**src/rtl/probe_msg_tx.sv**
```systemverilog
// Announces the probe menu state as a short ASCII line over a valid/ready text sink,
// and tracks the sink's cursor column as characters are accepted.
module probe_msg_tx #(
    parameter logic EOL_LF = 1'b1
) (
    input  logic       CLK,
    input  logic       RST_N,
    input  logic [2:0] PRB_ST,
    input  logic       CLR_XPOS,
    input  logic       TX_READY,
    output logic [7:0] TX_DATA,
    output logic       TX_VALID,
    output logic [6:0] XPOS,
    output logic       BUSY,
    output logic       MSG_DONE
);

    typedef enum logic [2:0] {
        S_IDLE,
        S_SEND,
        S_CR,
        S_LF,
        S_DONE
    } state_t;

    state_t     r_state;
    logic [2:0] r_prbQ;
    logic [2:0] r_ann;
    logic [2:0] r_msg;
    logic [2:0] r_idx;
    logic [6:0] r_xpos;
    logic [7:0] r_txData;
    logic       r_txValid;
    logic       r_busy;
    logic       r_msgDone;

    state_t     w_stateNext;
    logic [2:0] w_annNext;
    logic [2:0] w_msgNext;
    logic [2:0] w_idxNext;
    logic [6:0] w_xposNext;
    logic [7:0] w_txDataNext;
    logic       w_txValidNext;
    logic       w_xfer;

    function automatic logic [7:0] romChar(input logic [2:0] msg, input logic [2:0] idx);
        logic [39:0] text;
        logic [7:0]  ch;
        case (msg)
            3'd1:    text = 40'h4D4F44453F;
            3'd2:    text = 40'h52554E2041;
            3'd3:    text = 40'h53454C2042;
            3'd4:    text = 40'h53454C2043;
            default: text = 40'h0;
        endcase
        case (idx)
            3'd0:    ch = text[39:32];
            3'd1:    ch = text[31:24];
            3'd2:    ch = text[23:16];
            3'd3:    ch = text[15:8];
            3'd4:    ch = text[7:0];
            default: ch = 8'h00;
        endcase
        return ch;
    endfunction

    assign w_xfer = r_txValid & TX_READY;

    always_comb begin
        w_stateNext = r_state;
        w_annNext   = r_ann;
        w_msgNext   = r_msg;
        w_idxNext   = r_idx;
        w_xposNext  = r_xpos;
        case (r_state)
            // Only the latest registered probe state is compared, so states that
            // came and went during a message are never announced.
            S_IDLE: begin
                if (r_prbQ != r_ann) begin
                    w_annNext = r_prbQ;
                    if (r_prbQ >= 3'd1 && r_prbQ <= 3'd4) begin
                        w_msgNext   = r_prbQ;
                        w_idxNext   = 3'd0;
                        w_stateNext = S_SEND;
                    end
                end
            end
            S_SEND: begin
                if (w_xfer) begin
                    if (r_xpos != 7'd127) begin
                        w_xposNext = r_xpos + 7'd1;
                    end
                    if (r_idx == 3'd4) begin
                        w_stateNext = S_CR;
                    end else begin
                        w_idxNext = r_idx + 3'd1;
                    end
                end
            end
            S_CR: begin
                if (w_xfer) begin
                    w_xposNext  = 7'd0;
                    w_stateNext = EOL_LF ? S_LF : S_DONE;
                end
            end
            S_LF: begin
                if (w_xfer) begin
                    w_stateNext = S_DONE;
                end
            end
            S_DONE:  w_stateNext = S_IDLE;
            default: w_stateNext = S_IDLE;
        endcase
        if (CLR_XPOS) begin
            w_xposNext = 7'd0;
        end
    end

    // Character outputs are decoded from the next state so they can be registered
    // and stay stable while the sink stalls.
    always_comb begin
        w_txValidNext = 1'b0;
        w_txDataNext  = 8'h00;
        case (w_stateNext)
            S_SEND: begin
                w_txValidNext = 1'b1;
                w_txDataNext  = romChar(w_msgNext, w_idxNext);
            end
            S_CR: begin
                w_txValidNext = 1'b1;
                w_txDataNext  = 8'h0D;
            end
            S_LF: begin
                w_txValidNext = 1'b1;
                w_txDataNext  = 8'h0A;
            end
            default: begin
                w_txValidNext = 1'b0;
                w_txDataNext  = 8'h00;
            end
        endcase
    end

    always_ff @(posedge CLK) begin
        if (!RST_N) begin
            r_state   <= S_IDLE;
            r_prbQ    <= 3'd0;
            r_ann     <= 3'd0;
            r_msg     <= 3'd0;
            r_idx     <= 3'd0;
            r_xpos    <= 7'd0;
            r_txData  <= 8'h00;
            r_txValid <= 1'b0;
            r_busy    <= 1'b0;
            r_msgDone <= 1'b0;
        end else begin
            r_state   <= w_stateNext;
            r_prbQ    <= PRB_ST;
            r_ann     <= w_annNext;
            r_msg     <= w_msgNext;
            r_idx     <= w_idxNext;
            r_xpos    <= w_xposNext;
            r_txData  <= w_txDataNext;
            r_txValid <= w_txValidNext;
            r_busy    <= (w_stateNext != S_IDLE);
            r_msgDone <= (w_stateNext == S_DONE);
        end
    end

    assign TX_DATA  = r_txData;
    assign TX_VALID = r_txValid;
    assign XPOS     = r_xpos;
    assign BUSY     = r_busy;
    assign MSG_DONE = r_msgDone;

endmodule

```
**config.mk**
```make
export PLATFORM = sky130hd
export DESIGN_NAME = probe_msg_tx
export DESIGN_NICKNAME = d
export VERILOG_FILES = /design/src/rtl/probe_msg_tx.sv
export SDC_FILE = /design/constraint.sdc
export NUM_CORES = 1
export LEC_CHECK = 0
export BUFFER_PORTS_ARGS = -buffer_cell sky130_fd_sc_hd__buf_4
export CELL_PAD_IN_SITES_DETAIL_PLACEMENT = 1
export CELL_PAD_IN_SITES_GLOBAL_PLACEMENT = 1
export CORE_MARGIN = 4
export CORE_UTILIZATION = 42
export DETAILED_ROUTE_END_ITERATION = 6
export GPL_ROUTABILITY_DRIVEN = 0
export GPL_TIMING_DRIVEN = 0
export PLACE_DENSITY = 0.75
export SLEW_MARGIN = 30
export SYNTH_ARGS = -nofsm -noshare
export SYNTH_HDL_FRONTEND = slang
export SYNTH_SLANG_ARGS = --single-unit
export TNS_END_PERCENT = 1
```
**constraint.sdc**
```tcl
create_clock -name CLK -period 2.6 [get_ports CLK]
set_input_delay 0.78 -clock CLK [delete_from_list [all_inputs] [get_ports CLK]]
set_output_delay 0.78 -clock CLK [all_outputs]
set_load 0.01 [all_outputs]
```
# Yosys cells after proc, flatten, opt, wreduce, memory -nomap -nowiden
# Index checks and enable logic that the tools add are counted.
dict set report classes {
  n_addsub 2
  n_eq_ne 21
  reduce_logical 9
  bitwise_logic 2
  order_cmp 2
  mux 23
}
# operator n
set ops {}
lappend ops {{39-bit case mux with 4 select lines} 1}
lappend ops {{8-bit case mux with 5 select lines} 1}
lappend ops {{3-bit two-way mux} 13}
lappend ops {{3-bit by 2-bit == test with 1-bit output (second input constant)} 8}
lappend ops {{8-bit case mux with 3 select lines} 1}
lappend ops {{7-bit two-way mux} 3}
lappend ops {{7-bit case mux with 2 select lines} 1}
lappend ops {{3-bit by 1-bit == test with 1-bit output (second input constant)} 4}
lappend ops {{3-bit == test (second input constant)} 4}
lappend ops {{3-bit case mux with 4 select lines} 1}
lappend ops {{7-bit by 1-bit adder with 7-bit output (second input constant)} 1}
lappend ops {{7-bit inequality test (second input constant)} 1}
lappend ops {{3-bit logical NOT} 2}
lappend ops {{2-bit inequality test (second input constant)} 3}
lappend ops {{3-bit case mux with 2 select lines} 1}
lappend ops {{4-bit AND reduction} 1}
lappend ops {{3-bit by 1-bit adder with 3-bit output (second input constant)} 1}
lappend ops {{3-bit by 1-bit >= comparator with 1-bit output (second input constant)} 1}
lappend ops {{3-bit <= comparator (second input constant)} 1}
lappend ops {{3-bit inequality test} 1}
lappend ops {{3-bit nonzero test} 1}
lappend ops {{3-bit OR reduction} 1}
lappend ops {{2-bit AND reduction} 1}
lappend ops {{2-bit nonzero test} 1}
lappend ops {{5 further kinds} 5}
dict set report word_totals {
  regBits 33
  inputBits 7
  output_inout_bits 18
  elab_cells 69
}

# Longest topological paths before layout
dict set report logic_depth {
  word_depth 9
  mapped_depth 11
  mapped_depth_nobuf 10
}

# Worst setup path before layout
# Ideal clock, no wire load.
dict set report synth_path {
  path_type {input-to-reg}
  startpoint {in TX_READY}
  endpoint {reg r_txData[3] (netlist: TX_DATA[3])}
  required_time_ns 2.505
  t_arrival_ns 2.290
  path_slack_ns 0.215
  path_buffers 0
  setup_ns 0.095
  cell_stages 8
  cell_sequence {nand2_1 -> nor4_1 -> nor3b_1 -> nand2b_1 -> nand2_4 -> a21bo_4 -> or4_1 -> o311ai_1}
}
dict set report synth_via {
  elab_chain_cells 6
}
# item line
set synth_lines {}
lappend synth_lines {{start: declaration} 10} ;# input logic TX_READY,
lappend synth_lines {{1-bit bitwise AND *} 67} ;# assign w_xfer = r_txValid & TX_READY;
lappend synth_lines {{3-bit two-way mux} 89} ;# if (w_xfer) begin
lappend synth_lines {{3-bit case mux with 2 select lines} 75} ;# case (r_state)
lappend synth_lines {{3-bit == test (tied with other cells)} 56} ;# case (idx)
lappend synth_lines {{8-bit case mux with 5 select lines} 56}
lappend synth_lines {{8-bit case mux with 3 select lines *} 124} ;# case (w_stateNext)
lappend synth_lines {{end signal: assignment} 163} ;# r_txData <= w_txDataNext;
lappend synth_lines {{end: declaration} 32} ;# logic [7:0] r_txData;
# Every way passes the cells marked *; elsewhere a longest branch is shown, timed or not.
# A chain may end at the register's enable or synchronous reset.

# Worst setup path in the final report
dict set report layout_path {
  startpoint {reg r_state[2]}
  endpoint {reg r_txData[3] (netlist: TX_DATA[3])}
}
dict set report layout_via {
  elab_chain_cells 6
}
# item line
set layout_lines {}
lappend layout_lines {{start: declaration} 26} ;# state_t r_state;
lappend layout_lines {{start signal: assignment} 157} ;# r_state <= w_stateNext;
lappend layout_lines {{3-bit logical NOT} 75}
lappend layout_lines {{3-bit two-way mux} 75}
lappend layout_lines {{3-bit == test (tied with other cells)} 49} ;# case (msg)
lappend layout_lines {{39-bit case mux with 4 select lines} 49}
lappend layout_lines {{8-bit case mux with 5 select lines} 56}
lappend layout_lines {{8-bit case mux with 3 select lines *} 124}
# Marks and branches as above.

==> metrics.cfg <==
[run_status]
run_status=finished clean

[sta]
setup_viol=0
fmax_mhz=402
finalCritPeriodShare=0.956
slew_viol_final=0
fin_skew_ns=0.00651
worstMarginPinSlew_ns=0.563
timing.slew.headroom=0.615
finalHoldViolations=0
fin_crit_ns=2.49

[logic_synthesis]
syn_area_per_cell_um2=8.41
ys_ff_latch=32
synth_nets=230
synthArstFlopShare=0
yosysUniqueCellTypes=58
synthCells=220
synth_edf_count=0
ys_seq_area_frac=0.346
netlist_area_um2=1850
ys_warn_count=0
synth-main-ff-cell=dfxtp_1

[route]
drc=0
wire_per_inst_um=16.9
viasPerCell=5.68
wl_um=5140
drtIter0Drc=83
vias=1731
ant_nets=0
firstDrtPassIters=4

[cells_and_area]
nets=264
regArea_um2=643
multiInputGateArea_um2=1170
num_antenna_cells=0
stdcell_area_um2=2290
drive_gt1_frac=0.275
syn2layout_area_growth_pct=23.9
fill_cells=496

[global_route]
antenna_found_initial=0
grt_pass1_vias=1717
overflow=0
grt_pass1_wl_um=8210
grt_max_degree=12
track_usage=0.193

[critical_path]
cp-startpoint=r_state[2]
worstSetupEndpointType=register
worstPathRequired_ns=2.79
endpoint=TX_DATA[3]
critPathMaxFanout=10
start_kind=register
worstRegToRegCells=8
ff2ff_setup_slack_ns=0.11
worstPathArrival_ns=2.68
r2r_start=r_state[2]
crit_type=register to register
r2r_end=TX_DATA[3]

[cts]
cts.sinks=32
clock-root-buffer=clkbuf_8
clock_latency_ns=0.29
cts_tree=yes
ctsHtreeMaxLevel=2
cts_buffers=5
ctsLongestPathBuffers=2
hold_buffers=0
clkTransAtPathRegs_ns=0.07

[power]
power.internal_uw=881
vdd.ir_drop.worst_mv=0.246
p_total_uw=1220
leakage_uw=0.000936
p_comb_frac=0.171
power_density_nw_per_um2=534
seqPwrFrac=0.428
p_sw_uw=341
p_sw_frac=0.279
clockPowerShare=0.401

[die]
io_pins=25
dieArea_um2=5530
fp.dieH_um=74.4
rows=23
die_w_um=74.4
initial_utilization=0.449
coreArea_um2=4120

[worst_hold_path]
worstHoldPathType=register to register

[place]
dp_hpwl_um=3740
port_buffers=23
place_area_um2=2080

[flow_run]
max_cap_violations=0

worst min-delay path by stage:
| stage | cells past startpoint | end | start |
|---|---|---|---|
| after floorplan | 2 | r_ann[0] | r_ann[0] |
| after detailed placement | 2 | r_ann[0] | r_ann[0] |
| final | 2 | XPOS[6] | XPOS[6] |
| after global routing | 2 | XPOS[6] | XPOS[6] |
| after CTS | 2 | r_ann[0] | r_ann[0] |
| after global placement | 2 | XPOS[6] | XPOS[6] |
power groups by stage:
stage / clock network [µW] / logic (µW) / registers (µW)
global placement: 0 / 186 / 531
detailed placement: 0 / 194 / 532
finish: 490 / 209 / 524
floorplan: 0 / 133 / 533
global route: 521 / 226 / 526
CTS: 504 / 196 / 520
flip-flops by register name (all words and copies together) (netlist names):
signal / count
r_ann: 3
r_msg: 3
MSG_DONE: 1
r_prbQ: 3
TX_VALID: 1
r_state: 3
r_idx: 3
XPOS: 7
TX_DATA: 7
BUSY: 1
synthesized netlist by cell type, drive strengths merged (5+ instances only):
cell type	instances	area share
buf	8	0.024
xor2	7	0.037
and2	8	0.027
o21ai	10	0.029
dfxtp	32	0.35
nor2	27	0.056
nand2	22	0.049
or3	6	0.023
inv	7	0.014
nand2b	5	0.017
nor3	9	0.033
a21oi	10	0.027
and3	5	0.017
per-layer routing:
layer / share of wire / track usage
met1: 0.47 / 0.249
met2: 0.47 / 0.316
met3: 0.036 / 0.0405
met4: 0.015 / 0.0751
met5: 0 / 0
metrics by stage:
stage / hold slack (ns) / utilization / setup WS, ns / cells / setup TNS (ns)
after floorplan: 0.486 / - / 0.215 / 220 / 0
after global placement: 0.496 / 0.507 / -0.103 / 293 / -0.150
after detailed placement: 0.516 / 0.507 / -0.170 / 293 / -0.356
after CTS: 0.526 / 0.537 / 0.0206 / 303 / 0
after global routing: 0.580 / 0.557 / -0.0360 / 305 / -0.0360
final: 0.540 / 0.557 / 0.115 / 305 / 0
critical path, stage by stage, from the launching register on:
cell,delay (ns)
dfxtp_1,0.30
buf_2,0.18
or3_4,0.38
or3_1,0.42
o221a_2,0.34
nor2_4,0.17
mux2i_1,0.09
or4_1,0.40
o311ai_1,0.10
placed cells by master (no fill, tap or decap), drive strengths merged, types with 5 or more instances in the layout:
| master | count |
|---|---|
| and3 | 5 |
| xor2 | 7 |
| clkbuf | 8 |
| dfxtp | 32 |
| o21ai | 10 |
| nand2 | 22 |
| nor2 | 27 |
| inv | 7 |
| or3 | 6 |
| and2 | 8 |
| a21oi | 10 |
| buf | 36 |
| nor3 | 9 |
| nand2b | 5 |
cells by family after synthesis:
logic type	Yosys count	share of synthesized area
buffers and inverters	19	0.0467
flip-flops	32	0.346
adder cells (fa/ha/maj)	3	0.0203
AND/OR/NAND/NOR	103	0.300
other	1	0.00203
XOR/XNOR	11	0.0562
AO/OA/AOI/OAI	47	0.206
multiplexers	4	0.0223
cell type report:
class	instances	share of cell area
Buffer	10	0.0240
Sequential cell	32	0.281
Clock buffer	5	0.0300
Tap cell	50	0.0273
Timing Repair Buffer	29	0.0950
Clock inverter	3	0.0186
Multi-Input combinational cell	169	0.513
Inverter	7	0.0115
repair_timing:
item,4_1_cts,5_1_grt
endpoints found under the setup margin,1,6
buffers inserted,2,4
endpoints found under the hold margin,0,0
gates cloned,0,0
resized for setup,0,11
pin swaps,1,2
Power figures use the tool's default switching activity.
